===== src/rtl/seg7_pkg.sv =====
// seg7_pkg: shared definitions for the 7-segment encoder and capture decoder.
//   char_t      - 2-bit character code (d, E, 1, blank)
//   SEG_*       - active-low segment patterns, bit 0 = a ... bit 6 = g
//   cap_state_t - capture tracking state
package seg7_pkg;

  typedef enum logic [1:0] {
    CH_D     = 2'b00,
    CH_E     = 2'b01,
    CH_ONE   = 2'b10,
    CH_BLANK = 2'b11
  } char_t;

  localparam logic [6:0] SEG_D     = 7'h21;
  localparam logic [6:0] SEG_E     = 7'h06;
  localparam logic [6:0] SEG_ONE   = 7'h79;
  localparam logic [6:0] SEG_BLANK = 7'h7F;

  typedef enum logic [1:0] {
    ST_IDLE,
    ST_TRACK,
    ST_HELD
  } cap_state_t;

endpackage


===== src/rtl/seg_to_char.sv =====
// seg_to_char: combinational reverse lookup of an active-low segment pattern.
//   seg_n - 7-bit active-low pattern
//   code  - decoded character code (CH_BLANK when unmatched)
//   match - high when seg_n is one of the four known patterns
module seg_to_char
  import seg7_pkg::*;
(
  input  logic [6:0] seg_n,
  output char_t      code,
  output logic       match
);

  always_comb begin
    code  = CH_BLANK;
    match = 1'b1;
    case (seg_n)
      SEG_D:     code = CH_D;
      SEG_E:     code = CH_E;
      SEG_ONE:   code = CH_ONE;
      SEG_BLANK: code = CH_BLANK;
      default:   match = 1'b0;
    endcase
  end

endmodule


===== src/rtl/seg7_capture_decoder.sv =====
// seg7_capture_decoder: samples a multiplexed active-low 7-segment bus,
// requires STABLE_CYCLES identical (digit, pattern) samples, then decodes the
// pattern into a 2-bit code held per digit.
//   clk, reset  - clock, synchronous active-high reset
//   seg_n       - active-low segment lines
//   dig_sel_n   - active-low digit selects (valid when exactly one low)
//   chars       - decoded codes, digit i at [2i+1:2i]
//   char_valid  - per-digit decoded-value flag
//   frame_valid - one-cycle pulse when every digit captured since last pulse
//   err         - one-cycle pulse on capture of an unknown pattern
//   err_digit   - digit index of the last err
module seg7_capture_decoder
  import seg7_pkg::*;
#(
  parameter int unsigned NUM_DIGITS    = 4,
  parameter int unsigned STABLE_CYCLES = 4
) (
  input  logic                      clk,
  input  logic                      reset,
  input  logic [6:0]                seg_n,
  input  logic [NUM_DIGITS-1:0]     dig_sel_n,
  output logic [2*NUM_DIGITS-1:0]   chars,
  output logic [NUM_DIGITS-1:0]     char_valid,
  output logic                      frame_valid,
  output logic                      err,
  output logic [((NUM_DIGITS > 1) ? $clog2(NUM_DIGITS) : 1)-1:0] err_digit
);

  localparam int unsigned IW = (NUM_DIGITS > 1) ? $clog2(NUM_DIGITS) : 1;
  localparam int unsigned CW = $clog2(STABLE_CYCLES + 1);
  localparam logic [CW-1:0] CNT_TARGET = CW'(STABLE_CYCLES);

  logic [6:0]            s_seg;
  logic [NUM_DIGITS-1:0] s_sel;
  logic [6:0]            trk_seg;
  logic [IW-1:0]         trk_idx;
  logic [CW-1:0]         cnt;
  logic [CW-1:0]         nxt_cnt;
  cap_state_t            state;

  logic                  sel_valid;
  logic [IW-1:0]         sel_idx;
  logic                  same_pair;
  logic                  do_cap;
  char_t                 dec_code;
  logic                  dec_match;

  logic [NUM_DIGITS-1:0][1:0] bank;
  logic [NUM_DIGITS-1:0]      seen;
  logic [NUM_DIGITS-1:0]      seen_nxt;

  assign chars = bank;

  seg_to_char u_dec (
    .seg_n (s_seg),
    .code  (dec_code),
    .match (dec_match)
  );

  always_comb begin
    sel_valid = ($countones(~s_sel) == 1);
    sel_idx   = '0;
    for (int unsigned i = 0; i < NUM_DIGITS; i++) begin
      if (!s_sel[i]) sel_idx = IW'(i);
    end
  end

  assign same_pair = (sel_idx == trk_idx) && (s_seg == trk_seg);

  // A new pair always starts at cnt = 1, so STABLE_CYCLES = 1 captures
  // immediately; HELD with an unchanged pair never advances the count.
  always_comb begin
    nxt_cnt = cnt;
    do_cap  = 1'b0;
    if (sel_valid) begin
      if (state == ST_IDLE || !same_pair) begin
        nxt_cnt = CW'(1);
        do_cap  = (CNT_TARGET == CW'(1));
      end else if (state == ST_TRACK) begin
        nxt_cnt = (cnt == '1) ? cnt : cnt + CW'(1);
        do_cap  = (nxt_cnt == CNT_TARGET);
      end
    end
  end

  always_comb begin
    seen_nxt          = seen;
    seen_nxt[sel_idx] = 1'b1;
  end

  always_ff @(posedge clk) begin
    if (reset) begin
      s_seg       <= '1;
      s_sel       <= '1;
      trk_seg     <= '1;
      trk_idx     <= '0;
      cnt         <= '0;
      state       <= ST_IDLE;
      bank        <= '1;
      char_valid  <= '0;
      seen        <= '0;
      frame_valid <= 1'b0;
      err         <= 1'b0;
      err_digit   <= '0;
    end else begin
      s_seg       <= seg_n;
      s_sel       <= dig_sel_n;
      frame_valid <= 1'b0;
      err         <= 1'b0;

      if (!sel_valid) begin
        state <= ST_IDLE;
        cnt   <= '0;
      end else begin
        trk_idx <= sel_idx;
        trk_seg <= s_seg;
        cnt     <= nxt_cnt;
        if (do_cap || (state == ST_HELD && same_pair)) state <= ST_HELD;
        else                                          state <= ST_TRACK;
      end

      if (do_cap) begin
        if (dec_match) begin
          bank[sel_idx]       <= dec_code;
          char_valid[sel_idx] <= 1'b1;
          if (&seen_nxt) begin
            frame_valid <= 1'b1;
            seen        <= '0;
          end else begin
            seen <= seen_nxt;
          end
        end else begin
          char_valid[sel_idx] <= 1'b0;
          err                 <= 1'b1;
          err_digit           <= sel_idx;
        end
      end
    end
  end

endmodule


===== config.mk =====
export PLATFORM = sky130hd
export DESIGN_NAME = seg7_capture_decoder
export DESIGN_NICKNAME = d
export VERILOG_FILES = /design/src/rtl/seg7_pkg.sv /design/src/rtl/seg_to_char.sv /design/src/rtl/seg7_capture_decoder.sv
export SDC_FILE = /design/constraint.sdc
export NUM_CORES = 1
export LEC_CHECK = 0
export CAP_MARGIN = 20
export CELL_PAD_IN_SITES_DETAIL_PLACEMENT = 0
export CELL_PAD_IN_SITES_GLOBAL_PLACEMENT = 1
export CORE_MARGIN = 2
export CORE_UTILIZATION = 41
export DETAILED_ROUTE_END_ITERATION = 12
export PLACE_DENSITY = 0.83
export SLEW_MARGIN = 10
export SYNTH_ARGS = -nofsm -noshare
export SYNTH_HDL_FRONTEND = slang
export SYNTH_SLANG_ARGS = --single-unit

===== constraint.sdc =====
create_clock -name clk -period 3.2 [get_ports clk]
set_input_delay 0.64 -clock clk [delete_from_list [all_inputs] [get_ports clk]]
set_output_delay 0.64 -clock clk [all_outputs]
set_load 0.02 [all_outputs]

# [Word-level counts from Yosys, hierarchy flattened]
# Index checks and enable logic that the tools add are counted.
[word_totals] register_bits=45 word_cells=78 out_inout_bits=16 inputBits=13
[op_classes] addsub=4 muxes=21 bitwise=8 eq_ne=11 order_cmp=2 n_reduce_logical=16
[ops] operator="7-bit equality test (second input constant)" n=2
[ops] operator="1-bit two-way mux" n=10
[ops] operator="8-bit bitwise mux" n=1
[ops] operator="2-bit two-way mux" n=4
[ops] operator="4-bit two-way mux" n=2
[ops] operator="4-bit NOT" n=2
[ops] operator="4-bit OR" n=2
[ops] operator="7-bit by 3-bit equality test with 1-bit output (second input constant)" n=1
[ops] operator="7-bit by 6-bit equality test with 1-bit output (second input constant)" n=1
[ops] operator="7-bit equality test" n=1
[ops] operator="3-bit equality test (second input constant)" n=2
[ops] operator="2-bit case mux with 3 select lines" n=1
[ops] operator="3-bit OR reduction" n=2
[ops] operator="1-bit by 1-bit adder with 2-bit output" n=2
[ops] operator="4-bit bitwise AND" n=1
[ops] operator="2-bit demux with 2-bit select" n=1
[ops] operator="2-bit AND reduction" n=2
[ops] operator="4-bit AND reduction" n=1
[ops] operator="2-bit OR reduction" n=2
[ops] operator="4-bit OR reduction" n=1
[ops] operator="2-bit by 2-bit adder with 3-bit output" n=1
[ops] operator="3-bit by 1-bit adder with 3-bit output (second input constant)" n=1
[ops] operator="3-bit by 1-bit equality test with 1-bit output (second input constant)" n=1
[ops] operator="1-bit logical AND" n=3
[ops] operator="other kinds (12)" n=15

# [Depth between registers and ports, before layout]
# Gate-level depths: netlist (run 1).
[logic_depth] word_depth=11 depth_mapped=9 depth_no_buf=8

# [Modules after synthesis]
# Synthesis (run 1) repeated with hierarchy kept, for this count alone.
[unflattened] hier_cells=210 area_unflattened_um2=2049.5
[modules_own_cells] mod="seg7_capture_decoder" n_inst=1 area_per_inst_um2=1980.6 seq_area_each_um2=900.9 cells_per_inst=201
[modules_own_cells] mod="seg_to_char" n_inst=1 area_per_inst_um2=68.8 seq_area_each_um2=0.0 cells_per_inst=9

# [Least setup slack after synthesis (run 1)]
# Ideal clock, no wire load.
[synth_path] path_type="reg2reg" startpoint="reg s_sel[3]" endpoint="reg seen[1]" stages_incl_launch_ff=9 arrival_ns=2.563 slack_ns=0.493 synth_period_minus_slack_ns=2.707 path_cell_list="dfxtp_1 -> fa_1 -> inv_1 -> ha_1 -> ha_1 -> or3b_4 -> or3_4 -> nor4_4 -> a221oi_1"
[synth_between] elab_chain_cells=8 elab_cells_between_ends=20 classes_between="add/sub (2); order compare (2); eq/ne (2); mux (6); bitwise (2); reduce/logical (6)"
[synth_lines] item="from (decl)" line="seg7_capture_decoder.sv:34" rtl="logic [NUM_DIGITS-1:0] s_sel;"
[synth_lines] item="from (signal assigned)" line="seg7_capture_decoder.sv:107" rtl="s_sel <= dig_sel_n;"
[synth_lines] item="2-bit two-way mux" line="seg7_capture_decoder.sv:64" rtl="if (!s_sel[i]) sel_idx = IW'(i);"
[synth_lines] item="2-bit by 3-bit < comparator with 1-bit output (not written as such), or another cell as far along" line="seg7_capture_decoder.sv:88" rtl="seen_nxt[sel_idx] = 1'b1;"
[synth_lines] item="1-bit logical AND, on equally long branches" line="seg7_capture_decoder.sv:88, seg7_capture_decoder.sv:68"
[synth_lines] item="1-bit two-way mux (not written as such) or 1-bit zero test (tied branches)" line="seg7_capture_decoder.sv:88, seg7_capture_decoder.sv:76"
[synth_lines] item="1-bit demux with 2-bit select or 1-bit logical OR (tied branches)" line="seg7_capture_decoder.sv:88, seg7_capture_decoder.sv:76"
[synth_lines] item="4-bit OR (no line) or 1-bit two-way mux (tied branches)"
[synth_lines] item="4-bit AND reduction or 1-bit two-way mux (tied branches)" line="seg7_capture_decoder.sv:126, seg7_capture_decoder.sv:75"
[synth_lines] item="4-bit two-way mux or 2-bit AND reduction (tied branches)"
[synth_lines] item="to (signal assigned)" line="seg7_capture_decoder.sv:130" rtl="seen <= seen_nxt;"
[synth_lines] item="to (decl)" line="seg7_capture_decoder.sv:49" rtl="logic [NUM_DIGITS-1:0] seen;"
# Parallel ways exist; a longest one is shown, timed or not.
# A chain may end at the register's enable or synchronous reset.

# [Worst setup path after layout (run 1)]
[layout_path] startpoint="reg s_sel[3]" endpoint="reg seen[3]"
# Same word-level chain as after synthesis.

==> results_dict.tcl, run 1 <==
set metrics [dict create \
    hold_start "seen[0]" \
    syn_nets 229 \
    pwr-share-comb_pct 16.2 \
    yosys.area.top_type "dfxtp_1" \
    globalplace.congestion 0.850 \
    rows 25 \
    clk_pin_slew_ns 0.07 \
    wirelength_um 4320 \
    cp.arrival_ns 3.16 \
    antenna_cells 0 \
    syn_to_final_growth_pct 21.7 \
    synth_seq_cells 45 \
    setup_viol 0 \
    cp-end-kind "register" \
    placed_cells 301 \
    ys_seq_area_share_pct 43.5 \
    core_area_mm2 0.00479 \
    status "complete, no violations" \
    hold_depth 2 \
    crit_required_ns 3.35 \
    syn_inst 212 \
    synth_xor_area_share_pct 4.23 \
    yosysTopAreaCellShare_pct 43.5 \
    cp-start-kind "register" \
    synth_fa_ha_area_share_pct 2.78 \
    finalClockSkew_ns 0.00940 \
    antenna_left 0 \
    synth-simple-area-share_pct 28.1 \
    finalCritPeriodShare_pct 94.1 \
    crit_path_start "s_sel[3]" \
    synth_commonest_cells "45 x dfxtp_1, 19 x nand2_1, 16 x nor2_1, 11 x or2_2, 9 x xnor2_1" \
    layout.cells.non_filler 308 \
    synth_compound_area_share_pct 14.9 \
    hold_viol 0 \
    clockPowerShare_pct 33.4 \
    io_pins 29 \
    worst_hold_path_type "register to register" \
    vias_per_cell 5.39 \
    worstPathMaxFanout 14 \
    r2r_start "s_sel[3]" \
    die_h_um 75.1 \
    ff2ff_setup_slack_ns 0.19 \
    grt_pass1_vias 1585 \
    cts_tree "done" \
    antenna_found_initial 0 \
    yosysUniqueCellTypes 50 \
    grt_setup_unrepaired "no" \
    p_leak_nw 0.963 \
    max_slew_margin_pct 55.6 \
    worstSetupPathType "register to register" \
    insertion_delay_ns 0.30 \
    cts_max_level 2 \
    final_area_mm2 0.00252 \
    synth_top_family_by_area "simple AND/OR/NAND/NOR gates" \
    grt-ovfl-total 0 \
    yosys_warnings 0 \
    drt_iter0_markers 45 \
    cts_buffers 5 \
    drc 0 \
    cts-root-buf "clkbuf_8" \
    grt_max_degree 31 \
    placed_area_mm2 0.00242 \
    drive_above_1_share_pct 15.4 \
    wire_per_inst_um 14.0 \
    fill_cells 458 \
    cts_setup_buffers 0 \
    hold_buffers 0 \
    tightest_slew_ns 0.661 \
    synth_edf_count 0 \
    power_mw 1.22 \
    die-area_mm2 0.00564 \
    grt_usage_pct 17.5 \
    clock_sinks 45 \
    post-route-min-period_ns 3.01 \
    cts_buffer_depth 2 \
    synthFlopType "dfxtp_1" \
    min_to "seen[0]" \
    drv_slew 0 \
    hpwl_um 3140 \
    grt_pass1_wl_um 7280 \
    async_flop_share_pct 0 \
    synthTopCellsByArea "dfxtp_1 43%, xnor2_1 3.8%, nand2_1 3.4%, or2_2 3.3%, nor2_1 2.9%" \
    syn_avg_cell_area_um2 9.77 \
    maxCapViolations 0 \
    p_int_mw 0.904 \
    fmax_mhz 332 \
    syn-cell-area_mm2 0.00207 \
    p_per_area_mw_per_mm2 485 \
    die_w_um 75.1 \
    start_util_pct 43.3 \
    peakVddDrop_mv 0.292 \
    tns_ns 0 \
    port_buffers 28 \
    p_seq_share_pct 50.3 \
    r2r-end "seen[3]" \
    fin_util_pct 52.7 \
    dr.pass1.iters 4 \
    synthMuxAreaShare_pct 2.42 \
    finish.net_count 258 \
    reg2reg_depth 8 \
    p_switching_mw 0.320 \
    swShare_pct 26.1 \
    synth_most_common_cell "dfxtp_1" \
    ctsResizeCount 0 \
    num_vias 1659 \
]
==> how the worst max path moves through the flow <==
| stage | depth (start not counted) | slack (ns) | endpoint |
|---|---|---|---|
| after floorplan | 8 | 0.49 | seen[1] |
| after global placement | 8 | 0.28 | seen[3] |
| after detailed placement | 8 | 0.22 | seen[1] |
| after CTS | 8 | 0.20 | seen[3] |
| after global routing | 9 | 0.03 | seen[3] |
| final | 8 | 0.19 | seen[3] |
==> power groups by stage <==
stage | combinational [mW] | clock (mW) | sequential (mW)
detailed placement | 0.199 | 0 | 0.629
global route | 0.225 | 0.441 | 0.621
floorplan | 0.154 | 0 | 0.624
global placement | 0.198 | 0 | 0.628
finish | 0.199 | 0.410 | 0.616
CTS | 0.200 | 0.422 | 0.616
==> metal layers <==
metal / routed length (um) / vias to the layer above / track usage [%]
met5: 0 / - / 0
met4: 130 / 0 / 10.1
met3: 209 / 11 / 4.82
met2: 1970 / 37 / 27.3
met1: 2010 / 779 / 21.6
li1: - / 832 / -
==> registers in the layout (all words and copies together), names as in the netlist, named ones only <==
register	count
chars	8
seen	4
trk_idx	2
frame_valid	1
trk_seg	7
cnt	3
s_sel	4
err	1
s_seg	7
state	2
err_digit	2
==> logic make-up (layout without fill, tap and decap cells) <==
family,count (synthesis),after routing
buf+inv,19,48
fa+ha+maj,4,4
simple gates,90,90
mux,5,5
xor+xnor,10,10
compound gates,39,39
flops,45,45
==> worst max-delay path, stage by stage, from the launching register on <==
cell and delay [ns]:
dfxtp_1 0.38, fa_1 0.50, inv_1 0.04, ha_1 0.17, ha_1 0.30, or3b_4 0.50
or3_4 0.47, nor4_4 0.36, a221oi_1 0.13
==> area by class of cell <==
class | count | area [um^2] | area share (%)
clock buffers | 5 | 68.8 | 2.73
clock inverters | 2 | 35.0 | 1.39
inverters | 8 | 30.0 | 1.19
multi-input cells | 148 | 1090 | 43.1
flip-flops and latches | 45 | 901 | 35.7
well taps | 67 | 83.8 | 3.32
repair buffers | 33 | 318 | 12.6
==> layout by cell type, fill, tap and decap left out, types with 2 or more instances in the layout <==
| cell type | n |
|---|---|
| dfxtp_1 | 45 |
| clkdlybuf4s50_1 | 28 |
| nand2_1 | 19 |
| nor2_1 | 16 |
| or2_2 | 11 |
| xnor2_1 | 9 |
| inv_1 | 7 |
| nand3b_1 | 7 |
| a311oi_1 | 6 |
| a41oi_1 | 6 |
| a211oi_1 | 5 |
| nand4_1 | 5 |
| mux2i_1 | 5 |
| clkbuf_8 | 5 |
| buf_4 | 5 |
| nand2b_1 | 4 |
| a221oi_1 | 4 |
| a22oi_1 | 4 |
| a21oi_1 | 3 |
| nand3_1 | 3 |
| nor3_2 | 3 |
| or3_4 | 3 |
| a21boi_0 | 3 |
| ha_1 | 3 |
| nor2b_1 | 2 |
| nor4_1 | 2 |
| nand4bb_1 | 2 |
| nand4_2 | 2 |
| nor4_4 | 2 |
==> per-stage QoR <==
step	setup slack [ns]	hold WS, ns
6_report	0.187	0.492
3_5_place_dp	0.215	0.474
4_1_cts	0.199	0.486
2_1_floorplan	0.493	0.448
3_3_place_gp	0.278	0.459
5_1_grt	0.0341	0.511
No activity file was read; power rests on OpenSTA's default activity.
==> run 2, diff against run 1 <==
- GPL_ROUTABILITY_DRIVEN: unset -> 0
==> results of run 2 <==
Same layout as run 1: the final DEF is identical, and so are final timing and power.
==> run 3, diff against run 2 <==
- CORE_MARGIN: 2 -> 5
- CTS_CLUSTER_DIAMETER: unset -> 30
- MAX_ROUTING_LAYER: unset -> met4
==> results_dict.tcl, run 3 (synthesized netlist as in run 1, its figures left out) <==
set metrics [dict create \
    grt-ovfl-total 0 \
    fill_cells 482 \
    grt.busiest_layer "met1" \
    worstPathMaxFanout 8 \
    dp_slack_ns 0.313 \
    hold_buffers 0 \
    crit_path_start "s_sel[3]" \
    cts_tree "done" \
    met2_usage_pct 20.4 \
    clk_pin_slew_ns 0.08 \
    cp-start-kind "register" \
    grt_pass1_vias 1456 \
    drt_iter0_markers 93 \
    max_slew_margin_pct 56.1 \
    use_met3_pct 3.99 \
    p_leak_nw 0.963 \
    setup_viol 0 \
    port_buffers 28 \
    clock_sinks 45 \
    layout_commonest_cell "dfxtp_1" \
    finish.net_count 258 \
    cts-root-buf "clkbuf_8" \
    tightest_slew_ns 0.657 \
    finalCritPeriodShare_pct 91.8 \
    r2r_start "s_sel[3]" \
    status "complete, no violations" \
    ctsResizeCount 0 \
    hpwl_um 3200 \
    multi_input_area_mm2 0.00109 \
    drive_above_1_share_pct 15.7 \
    antenna_cells 0 \
    num_vias 1655 \
    cts_buffer_depth 2 \
    antenna_left 0 \
    core_area_mm2 0.00482 \
    grt_use_met1_pct 21.3 \
    grt_usage_pct 15.1 \
    maxCapViolations 0 \
    peakVddDrop_mv 0.267 \
    dr.pass1.iters 4 \
    cp.arrival_ns 3.13 \
    cts_max_level 2 \
    cts_setup_buffers 0 \
    grt_setup_unrepaired "no" \
    rows 25 \
    die_h_um 81.1 \
    wire_per_inst_um 14.3 \
    syn_to_final_growth_pct 21.6 \
    fmax_mhz 340 \
    drc 0 \
    worstSetupPathType "register to register" \
    antenna_found_initial 0 \
    p_per_area_mw_per_mm2 476 \
    insertion_delay_ns 0.30 \
    finalClockSkew_ns 0.00815 \
    die_w_um 81.1 \
    start_util_pct 43.0 \
    drv_slew 0 \
    hold_viol 0 \
    cp-end-kind "register" \
    tns_ns 0 \
    setup_ws_ns 0.262 \
    register_area_um2 901 \
    hold_start "seen[1]" \
    grt_max_degree 32 \
    vias_per_cell 5.36 \
    post-route-min-period_ns 2.94 \
    crit_required_ns 3.40 \
    cts_buffers 5 \
    largest_register_ff_count 8 \
    final_cell_mix "45 x dfxtp_1, 28 x clkdlybuf4s50_1, 19 x nand2_1" \
    worst_hold_path_type "register to register" \
    io_pins 29 \
    grt_pass1_wl_um 7330 \
    die-area_mm2 0.00658 \
    wirelength_um 4420 \
]
[run 3: cell type report]
type	instances	share of cell area, %
multi-input combinational	148	43.1
clock inverter	1	0.199
inverter	8	1.19
timing repair buffer	33	12.6
clock buffer	7	3.82
sequential	45	35.7
tap	67	3.33
[run 3: where the power goes]
| part | total [mW] | leakage, nW | switching (mW) | internal, mW |
|---|---|---|---|---|
| registers | 0.617 | 0.369 | 0.0268 | 0.590 |
| clock network | 0.377 | 0.0542 | 0.182 | 0.195 |
| logic | 0.204 | 0.540 | 0.115 | 0.0893 |
[run 3: critical path: stages, from the launching register on]
cell and delay, ns:
dfxtp_1 0.39, fa_1 0.50, inv_1 0.04, ha_1 0.17, ha_1 0.29, or3b_4 0.42, nor3_2 0.40, nand4_1 0.28
a221oi_1 0.36
[run 3: path summary, 6_finish.rpt]
| path | endpoint | slack [ns] | cells past startpoint |
|---|---|---|---|
| worst max-delay path | seen[3] | 0.26 | 8 |
| worst max register to register | seen[3] | 0.26 | 8 |
| worst min-delay path | seen[1] | 0.48 | 2 |
| worst min register to register | seen[1] | 0.48 | 2 |
[run 3: stage by stage]
step                      util [%]  power, mW  cells  cell area [um^2]  hold WS, ns
after floorplan                  -      0.778    212              2070        0.448
after global placement        50.2      0.829    301              2420        0.459
after detailed placement      50.2      0.832    301              2420        0.476
after CTS                     52.3       1.21    309              2520        0.490
after global routing          52.3       1.27    309              2520        0.506
final                         52.3       1.20    309              2520        0.483
[run 3: per-layer routing]
layer  share of wire [%]  vias to the layer above
met2                  42                       36
met4                 1.3                        0
met5                   0                        -
met3                 4.5                        4
met1                  52                      787
li1                    -                      828
